[src/rtl/axis_adc_decimator_pkg.sv]
// Shared constants and types for the dual-lane ADC decimator.
//   - lane width and lane bit positions inside the 32-bit AXIS word
//   - default maximum log2 decimation ratio and resulting accumulator width
//   - 16-bit saturation limits
//   - FSM state encoding
package axis_adc_decimator_pkg;

    localparam int LANE_W             = 16;
    localparam int LANE_A_LSB         = 0;
    localparam int LANE_B_LSB         = LANE_A_LSB + LANE_W;
    localparam int MAX_LOG2_RATIO_DEF = 8;
    localparam int ACC_W              = LANE_W + 1 + MAX_LOG2_RATIO_DEF;

    localparam logic signed [LANE_W-1:0] SAT_MAX = 16'sh7FFF;
    localparam logic signed [LANE_W-1:0] SAT_MIN = 16'sh8000;

    typedef enum logic {
        S_IDLE = 1'b0,
        S_ACC  = 1'b1
    } state_t;

endpackage

[src/rtl/adc_lane_accum.sv]
// One lane of the decimator: offset subtract, accumulate-and-dump, shift, saturate.
// Ports:
//   clk_i, rstn_i : clock, synchronous active-low reset
//   sample_i      : signed lane sample
//   offset_i      : signed DC offset subtracted from the sample
//   add_i         : fold the current difference into the accumulator
//   clr_i         : clear the accumulator (wins over add_i)
//   shift_i       : log2 block length used for the current result
//   result_o      : saturated (acc + diff) >>> shift_i, valid on the final sample
//   sat_o         : result_o was clipped
module adc_lane_accum
    import axis_adc_decimator_pkg::*;
#(
    parameter int DATA_WIDTH     = LANE_W,
    parameter int MAX_LOG2_RATIO = MAX_LOG2_RATIO_DEF
) (
    input  logic                  clk_i,
    input  logic                  rstn_i,
    input  logic [DATA_WIDTH-1:0] sample_i,
    input  logic [DATA_WIDTH-1:0] offset_i,
    input  logic                  add_i,
    input  logic                  clr_i,
    input  logic [3:0]            shift_i,
    output logic [DATA_WIDTH-1:0] result_o,
    output logic                  sat_o
);

    localparam int DIFF_W = DATA_WIDTH + 1;
    localparam int AW     = DATA_WIDTH + 1 + MAX_LOG2_RATIO;

    localparam logic [DATA_WIDTH-1:0] POS_LIM =
        (DATA_WIDTH == LANE_W) ? SAT_MAX : {1'b0, {(DATA_WIDTH-1){1'b1}}};
    localparam logic [DATA_WIDTH-1:0] NEG_LIM =
        (DATA_WIDTH == LANE_W) ? SAT_MIN : {1'b1, {(DATA_WIDTH-1){1'b0}}};

    logic signed [DIFF_W-1:0] diff;
    logic signed [AW-1:0]     acc_q, acc_d, sum, shifted;
    logic [AW-DATA_WIDTH:0]   top_bits;

    // One extra bit keeps sample - offset exact over the full signed range.
    assign diff = $signed({sample_i[DATA_WIDTH-1], sample_i})
                - $signed({offset_i[DATA_WIDTH-1], offset_i});

    assign sum     = acc_q + $signed({{(AW-DIFF_W){diff[DIFF_W-1]}}, diff});
    assign shifted = sum >>> shift_i;

    // The result fits only if all bits from the lane sign bit upward agree.
    assign top_bits = shifted[AW-1:DATA_WIDTH-1];
    assign sat_o    = !((&top_bits) || (~|top_bits));
    assign result_o = !sat_o ? shifted[DATA_WIDTH-1:0]
                    : (shifted[AW-1] ? NEG_LIM : POS_LIM);

    always_comb begin
        acc_d = acc_q;
        if (clr_i) begin
            acc_d = '0;
        end else if (add_i) begin
            acc_d = sum;
        end
    end

    always_ff @(posedge clk_i) begin
        if (!rstn_i) begin
            acc_q <= '0;
        end else begin
            acc_q <= acc_d;
        end
    end

endmodule

[src/rtl/axis_adc_decimator.sv]
// Dual-lane block-averaging decimator between the ZMOD ADC AXIS driver and the
// line filter. Each block of 2^N samples per lane produces one averaged word.
// Ports:
//   aclk, rstn       : clock, synchronous active-low reset
//   s_axis_*         : input stream, tdata = {lane B, lane A}, signed 16-bit lanes
//   m_axis_*         : output stream, tdata = {avg B, avg A}
//   i4_log2_ratio    : decimation exponent N, clamped to MAX_LOG2_RATIO
//   i16_offset_a/b   : signed DC offsets per lane
//   i_enable         : run enable; dropping it discards the partial block
//   o_overflow       : sticky, set when any emitted lane saturated
//   o_dbg_state      : current FSM state
//
// Handshake: a beat transfers on any cycle where valid && ready. The master
// holds tdata stable while tvalid && !tready; the slave side is ready only
// when running and the output register is free or being drained this cycle.
module axis_adc_decimator
    import axis_adc_decimator_pkg::*;
#(
    parameter int DATA_WIDTH     = LANE_W,
    parameter int MAX_LOG2_RATIO = MAX_LOG2_RATIO_DEF
) (
    input  logic                    aclk,
    input  logic                    rstn,
    input  logic [2*DATA_WIDTH-1:0] s_axis_tdata,
    input  logic                    s_axis_tvalid,
    output logic                    s_axis_tready,
    output logic [2*DATA_WIDTH-1:0] m_axis_tdata,
    output logic                    m_axis_tvalid,
    input  logic                    m_axis_tready,
    input  logic [3:0]              i4_log2_ratio,
    input  logic [DATA_WIDTH-1:0]   i16_offset_a,
    input  logic [DATA_WIDTH-1:0]   i16_offset_b,
    input  logic                    i_enable,
    output logic                    o_overflow,
    output state_t                  o_dbg_state
);

    localparam int         CNT_W = MAX_LOG2_RATIO + 1;
    localparam logic [3:0] N_MAX = 4'(MAX_LOG2_RATIO);

    state_t                  state_q, state_d;
    logic [CNT_W-1:0]        cnt_q, cnt_d, last_cnt;
    logic [3:0]              ratio_q, ratio_d, n_in, n_eff;
    logic                    m_valid_q, m_valid_d;
    logic [2*DATA_WIDTH-1:0] m_data_q, m_data_d;
    logic                    ovf_q, ovf_d;
    logic                    accept, final_smp, load, clr;
    logic [DATA_WIDTH-1:0]   res_a, res_b;
    logic                    sat_a, sat_b;

    assign n_in = (i4_log2_ratio > N_MAX) ? N_MAX : i4_log2_ratio;
    // The first sample of a block uses the live ratio, which is also what gets latched.
    assign n_eff    = (cnt_q == '0) ? n_in : ratio_q;
    assign last_cnt = (CNT_W'(1) << n_eff) - CNT_W'(1);

    assign s_axis_tready = i_enable && (state_q == S_ACC) && !(m_valid_q && !m_axis_tready);
    assign accept        = s_axis_tvalid && s_axis_tready;
    assign final_smp     = (cnt_q == last_cnt);
    assign load          = accept && final_smp;
    assign clr           = (state_q == S_IDLE) || load;

    adc_lane_accum #(.DATA_WIDTH(DATA_WIDTH), .MAX_LOG2_RATIO(MAX_LOG2_RATIO)) u_lane_a (
        .clk_i    (aclk),
        .rstn_i   (rstn),
        .sample_i (s_axis_tdata[LANE_A_LSB +: DATA_WIDTH]),
        .offset_i (i16_offset_a),
        .add_i    (accept),
        .clr_i    (clr),
        .shift_i  (n_eff),
        .result_o (res_a),
        .sat_o    (sat_a)
    );

    adc_lane_accum #(.DATA_WIDTH(DATA_WIDTH), .MAX_LOG2_RATIO(MAX_LOG2_RATIO)) u_lane_b (
        .clk_i    (aclk),
        .rstn_i   (rstn),
        .sample_i (s_axis_tdata[LANE_B_LSB +: DATA_WIDTH]),
        .offset_i (i16_offset_b),
        .add_i    (accept),
        .clr_i    (clr),
        .shift_i  (n_eff),
        .result_o (res_b),
        .sat_o    (sat_b)
    );

    always_comb begin
        state_d   = state_q;
        cnt_d     = cnt_q;
        ratio_d   = ratio_q;
        m_valid_d = m_valid_q;
        m_data_d  = m_data_q;
        ovf_d     = ovf_q;

        case (state_q)
            S_IDLE: begin
                cnt_d = '0;
                if (i_enable) begin
                    state_d = S_ACC;
                end
            end
            S_ACC: begin
                if (!i_enable) begin
                    state_d = S_IDLE;
                    cnt_d   = '0;
                end else if (accept) begin
                    if (cnt_q == '0) begin
                        ratio_d = n_in;
                    end
                    cnt_d = final_smp ? '0 : cnt_q + CNT_W'(1);
                end
            end
            default: state_d = S_IDLE;
        endcase

        if (m_valid_q && m_axis_tready) begin
            m_valid_d = 1'b0;
        end
        // A freshly completed block overrides a word drained in the same cycle.
        if (load) begin
            m_valid_d = 1'b1;
            m_data_d  = {res_b, res_a};
            if (sat_a || sat_b) begin
                ovf_d = 1'b1;
            end
        end
    end

    always_ff @(posedge aclk) begin
        if (!rstn) begin
            state_q   <= S_IDLE;
            cnt_q     <= '0;
            ratio_q   <= '0;
            m_valid_q <= 1'b0;
            m_data_q  <= '0;
            ovf_q     <= 1'b0;
        end else begin
            state_q   <= state_d;
            cnt_q     <= cnt_d;
            ratio_q   <= ratio_d;
            m_valid_q <= m_valid_d;
            m_data_q  <= m_data_d;
            ovf_q     <= ovf_d;
        end
    end

    assign m_axis_tdata  = m_data_q;
    assign m_axis_tvalid = m_valid_q;
    assign o_overflow    = ovf_q;
    assign o_dbg_state   = state_q;

endmodule

[config.mk]
export PLATFORM = sky130hd
export DESIGN_NAME = axis_adc_decimator
export DESIGN_NICKNAME = d
export VERILOG_FILES = /design/src/rtl/axis_adc_decimator_pkg.sv /design/src/rtl/adc_lane_accum.sv /design/src/rtl/axis_adc_decimator.sv
export SDC_FILE = /design/constraint.sdc
export NUM_CORES = 1
export LEC_CHECK = 0
export BUFFER_PORTS_ARGS = -buffer_cell sky130_fd_sc_hd__buf_4
export CAP_MARGIN = 20
export CORE_MARGIN = 4
export CORE_UTILIZATION = 45
export CTS_BUF_LIST = sky130_fd_sc_hd__clkbuf_2
export DETAILED_ROUTE_END_ITERATION = 12
export PLACE_DENSITY = 0.65
export SYNTH_ARGS = -nofsm -noshare
export SYNTH_HDL_FRONTEND = slang
export SYNTH_HIERARCHICAL = 1
export SYNTH_SLANG_ARGS = --single-unit
[constraint.sdc]
create_clock -name aclk -period 4.8 [get_ports aclk]
set_input_delay 0.48 -clock aclk [delete_from_list [all_inputs] [get_ports aclk]]
set_output_delay 0.48 -clock aclk [all_outputs]
set_load 0.01 [all_outputs]
==> flow_metrics.tcl <==
set metrics [dict create \
    path_class "register to register" \
    seq_area_frac_synth 0.154 \
    die_area_sq_um 31000 \
    fin_util 0.580 \
    insertion_delay_ps 660 \
    setup_viol 0 \
    rrSetupSlack_ps 120 \
    grt_usage 0.242 \
    worstSetupStartpointType "register" \
    final.setup.worst_slack_ps 123 \
    hold_path_depth 3 \
    die_h_microns 176 \
    synthAdderAreaFrac 0.130 \
    final_cell_mix "buf_4, inv_1, nand2_1, nor2_1, mux2i_1" \
    grt_pass1_vias 12500 \
    core_area_sq_um 27900 \
    synth-simple-area-share 0.209 \
    crit_arrival_ps 5250 \
    die_w_microns 176 \
    finalWirelength_microns 38700 \
    reg2reg_from "u_lane_b/acc_q[1]" \
    drtIter0Drc 1207 \
    endpoint_kind "register" \
    ys_ff_latch 98 \
    synth_nets 1856 \
    crit_path_max_fanout 13 \
    viasPerCell 5.66 \
    synth_top_family_by_area "compound AO/OA/AOI/OAI gates" \
    numCtsBuffers 9 \
    firstDrtPassIters 6 \
    ant_nets 0 \
    leakagePower_nw 7.21 \
    final_nets 2142 \
    synth_compound_area_frac 0.244 \
    yosys_warnings 6 \
    r2r-end "m_axis_tdata[24]" \
    clockBufferDepth 2 \
    finalCriticalPeriod_ps 4680 \
    grt_max_degree 88 \
    place_ws_ps -632 \
    port_buffers 108 \
    r2r_cells 19 \
    final_cells 2351 \
    dp.cells 2323 \
    wl_per_cell_microns 16.5 \
    synth.cell_area_sq_um 12700 \
    period_share 0.974 \
    antenna_found_initial 1 \
    path_clk_slew_ps 320 \
    drive_gt1_frac 0.287 \
    rows 61 \
    routabilityCongestion 0.935 \
    overflow 0 \
    grt_pass1_wl_microns 63000 \
    synthCells 1680 \
    status "complete, no violations" \
    synth.distinct_cells 116 \
    tns_ps 0 \
    cts_sinks 98 \
    cts-root-buf "clkbuf_2" \
    num_vias 13300 \
    maxCapViolations 0 \
    max_freq_mhz 214 \
    hold_path_class "input port to register" \
    synthMuxAreaShare 0.124 \
    initial_core_util 0.457 \
    cp_data_required_time_ps 5370 \
    pin_count 109 \
    final_hold_viol_count 0 \
    slew_headroom 0.421 \
    synth_edf_count 0 \
    hold_end "m_axis_tvalid" \
    synth-main-ff-cell "dfxtp_1" \
    clock_skew_ps 75.3 \
    worstHoldStart "m_axis_tready" \
    h-tree-depth 3 \
    drc 0 \
    peakVddDrop_mv 0.144 \
    layout_commonest_cell "buf_4" \
    finalPower_mw 3.98 \
    cts_tree "yes" \
    synth_async_sr_flop_share 0 \
    p_per_area_nw_per_um2 246 \
    synth.avg_cell_area_sq_um 7.58 \
    slew_viol_final 0 \
    synth_xor_area_frac 0.0329 \
    worst_pin_slew_ps 868 \
    dp_hpwl_microns 30400 \
    syn_to_final_growth_pct 26.9 \
]
## synthesized netlist by cell type, types with 9 or more instances
master      n  area, sq um
nor4_1     10         62.6
a31oi_1    13         81.3
o22ai_1    10         62.6
buf_4      17          128
and2_1     21          131
o31ai_2    11          138
a21oi_1    91          455
a21o_1     17          128
a211oi_1   28          210
nand4_1    22          138
dfxtp_1    98         1960
o21ai_0    62          310
nand3_1    40          200
or2_2      10         62.6
mux2i_1   121         1210
fa_1       48          961
nor2_1    136          510
o31ai_1    15          113
o21a_1     13         97.6
or3_1       9         56.3
nor2b_1    13         81.3
clkbuf_1   57          214
nand2b_1   14         87.6
o21ai_1    16         80.1
inv_1     202          758
nand2_1   191          717
xor2_1     11         96.3
nor3_1     29          145
and3_1     15         93.8
ha_1       55          688
mux2_2     18          203
o211ai_1   21          158
buf_2      22          110
xnor2_1    30          263
## worst max path at each step
stage / startpoint / to / slack, ps / depth (start not counted)
after floorplan: s_axis_tdata[31] / o_overflow / 9 / 19
after global placement: s_axis_tdata[31] / m_axis_tdata[26] / -590 / 20
after detailed placement: s_axis_tdata[31] / m_axis_tdata[26] / -630 / 19
after CTS: u_lane_b/acc_q[1] / m_axis_tdata[19] / 20 / 19
after global routing: u_lane_a/acc_q[4] / o_overflow / -40 / 20
final: u_lane_b/acc_q[1] / m_axis_tdata[24] / 120 / 19
## layout make-up
| cell class | instances | area, sq um |
|---|---|---|
| diodes | 2 | 5.00 |
| clock buffers | 9 | 45.0 |
| clock inverters | 7 | 92.6 |
| fillers | 2586 | 11700 |
| inverters | 205 | 777 |
| multi-input cells | 1266 | 9810 |
| flip-flops and latches | 98 | 1970 |
| well taps | 378 | 473 |
| repair buffers | 386 | 2990 |
## worst max-delay path, stage by stage (launching register included)
cell and delay, ps:
dfxtp_2 410, inv_1 40, fa_1 460, buf_4 150
fa_1 410, nand2b_4 170, a21oi_2 180, o21ai_1 130
buf_4 160, and3_4 170, a211o_1 300, a2111o_1 400
a21oi_2 160, mux2i_1 110, or4b_4 510, and3_4 220
buf_12 150, o31ai_2 240, nand2_1 70, mux2i_1 170
## stage by stage
| step | area, sq um | hold slack [ps] |
|---|---|---|
| finish | 16200 | 134 |
| global placement | 15600 | 449 |
| CTS | 15800 | 93.1 |
| global route | 16200 | 89.7 |
| floorplan | 12800 | 456 |
| detailed placement | 15600 | 446 |
## state kept, by name, indices dropped and copies added, names as in the netlist
| name | count |
|---|---|
| u_lane_b/acc_q | 25 |
| m_axis_tvalid | 1 |
| u_lane_a/acc_q | 25 |
| o_dbg_state | 1 |
| cnt_q | 9 |
| m_axis_tdata | 32 |
| ratio_q | 4 |
| o_overflow | 1 |
## repair_timing
action                     CTS  global route
hold endpoints to repair     1             0
hold buffers                 1             0
gates resized for setup      7            73
setup endpoints to repair   16            31
pin swaps                    1            23
buffers inserted             1             8
## kinds of logic after synthesis
logic type | after synthesis
buffers and inverters | 316
XOR/XNOR | 44
multiplexers | 147
AND/OR/NAND/NOR | 549
flip-flops | 98
AO/OA/AOI/OAI | 423
adder cells (fa/ha/maj) | 103
## metal layers
metal  track usage  routed length (microns)  part of all wire
met1         0.362                    18700              0.48
met2         0.369                    17000              0.44
met3        0.0298                     2410             0.062
met4        0.0591                      648             0.017
met5             0                        0                 0
## power breakdown
| group | total, mW | switching (mW) | internal, mW |
|---|---|---|---|
| combinational | 2.65 | 1.45 | 1.20 |
| sequential | 0.828 | 0.00495 | 0.823 |
| clock | 0.497 | 0.360 | 0.137 |
(Power assumes the default switching activity.)
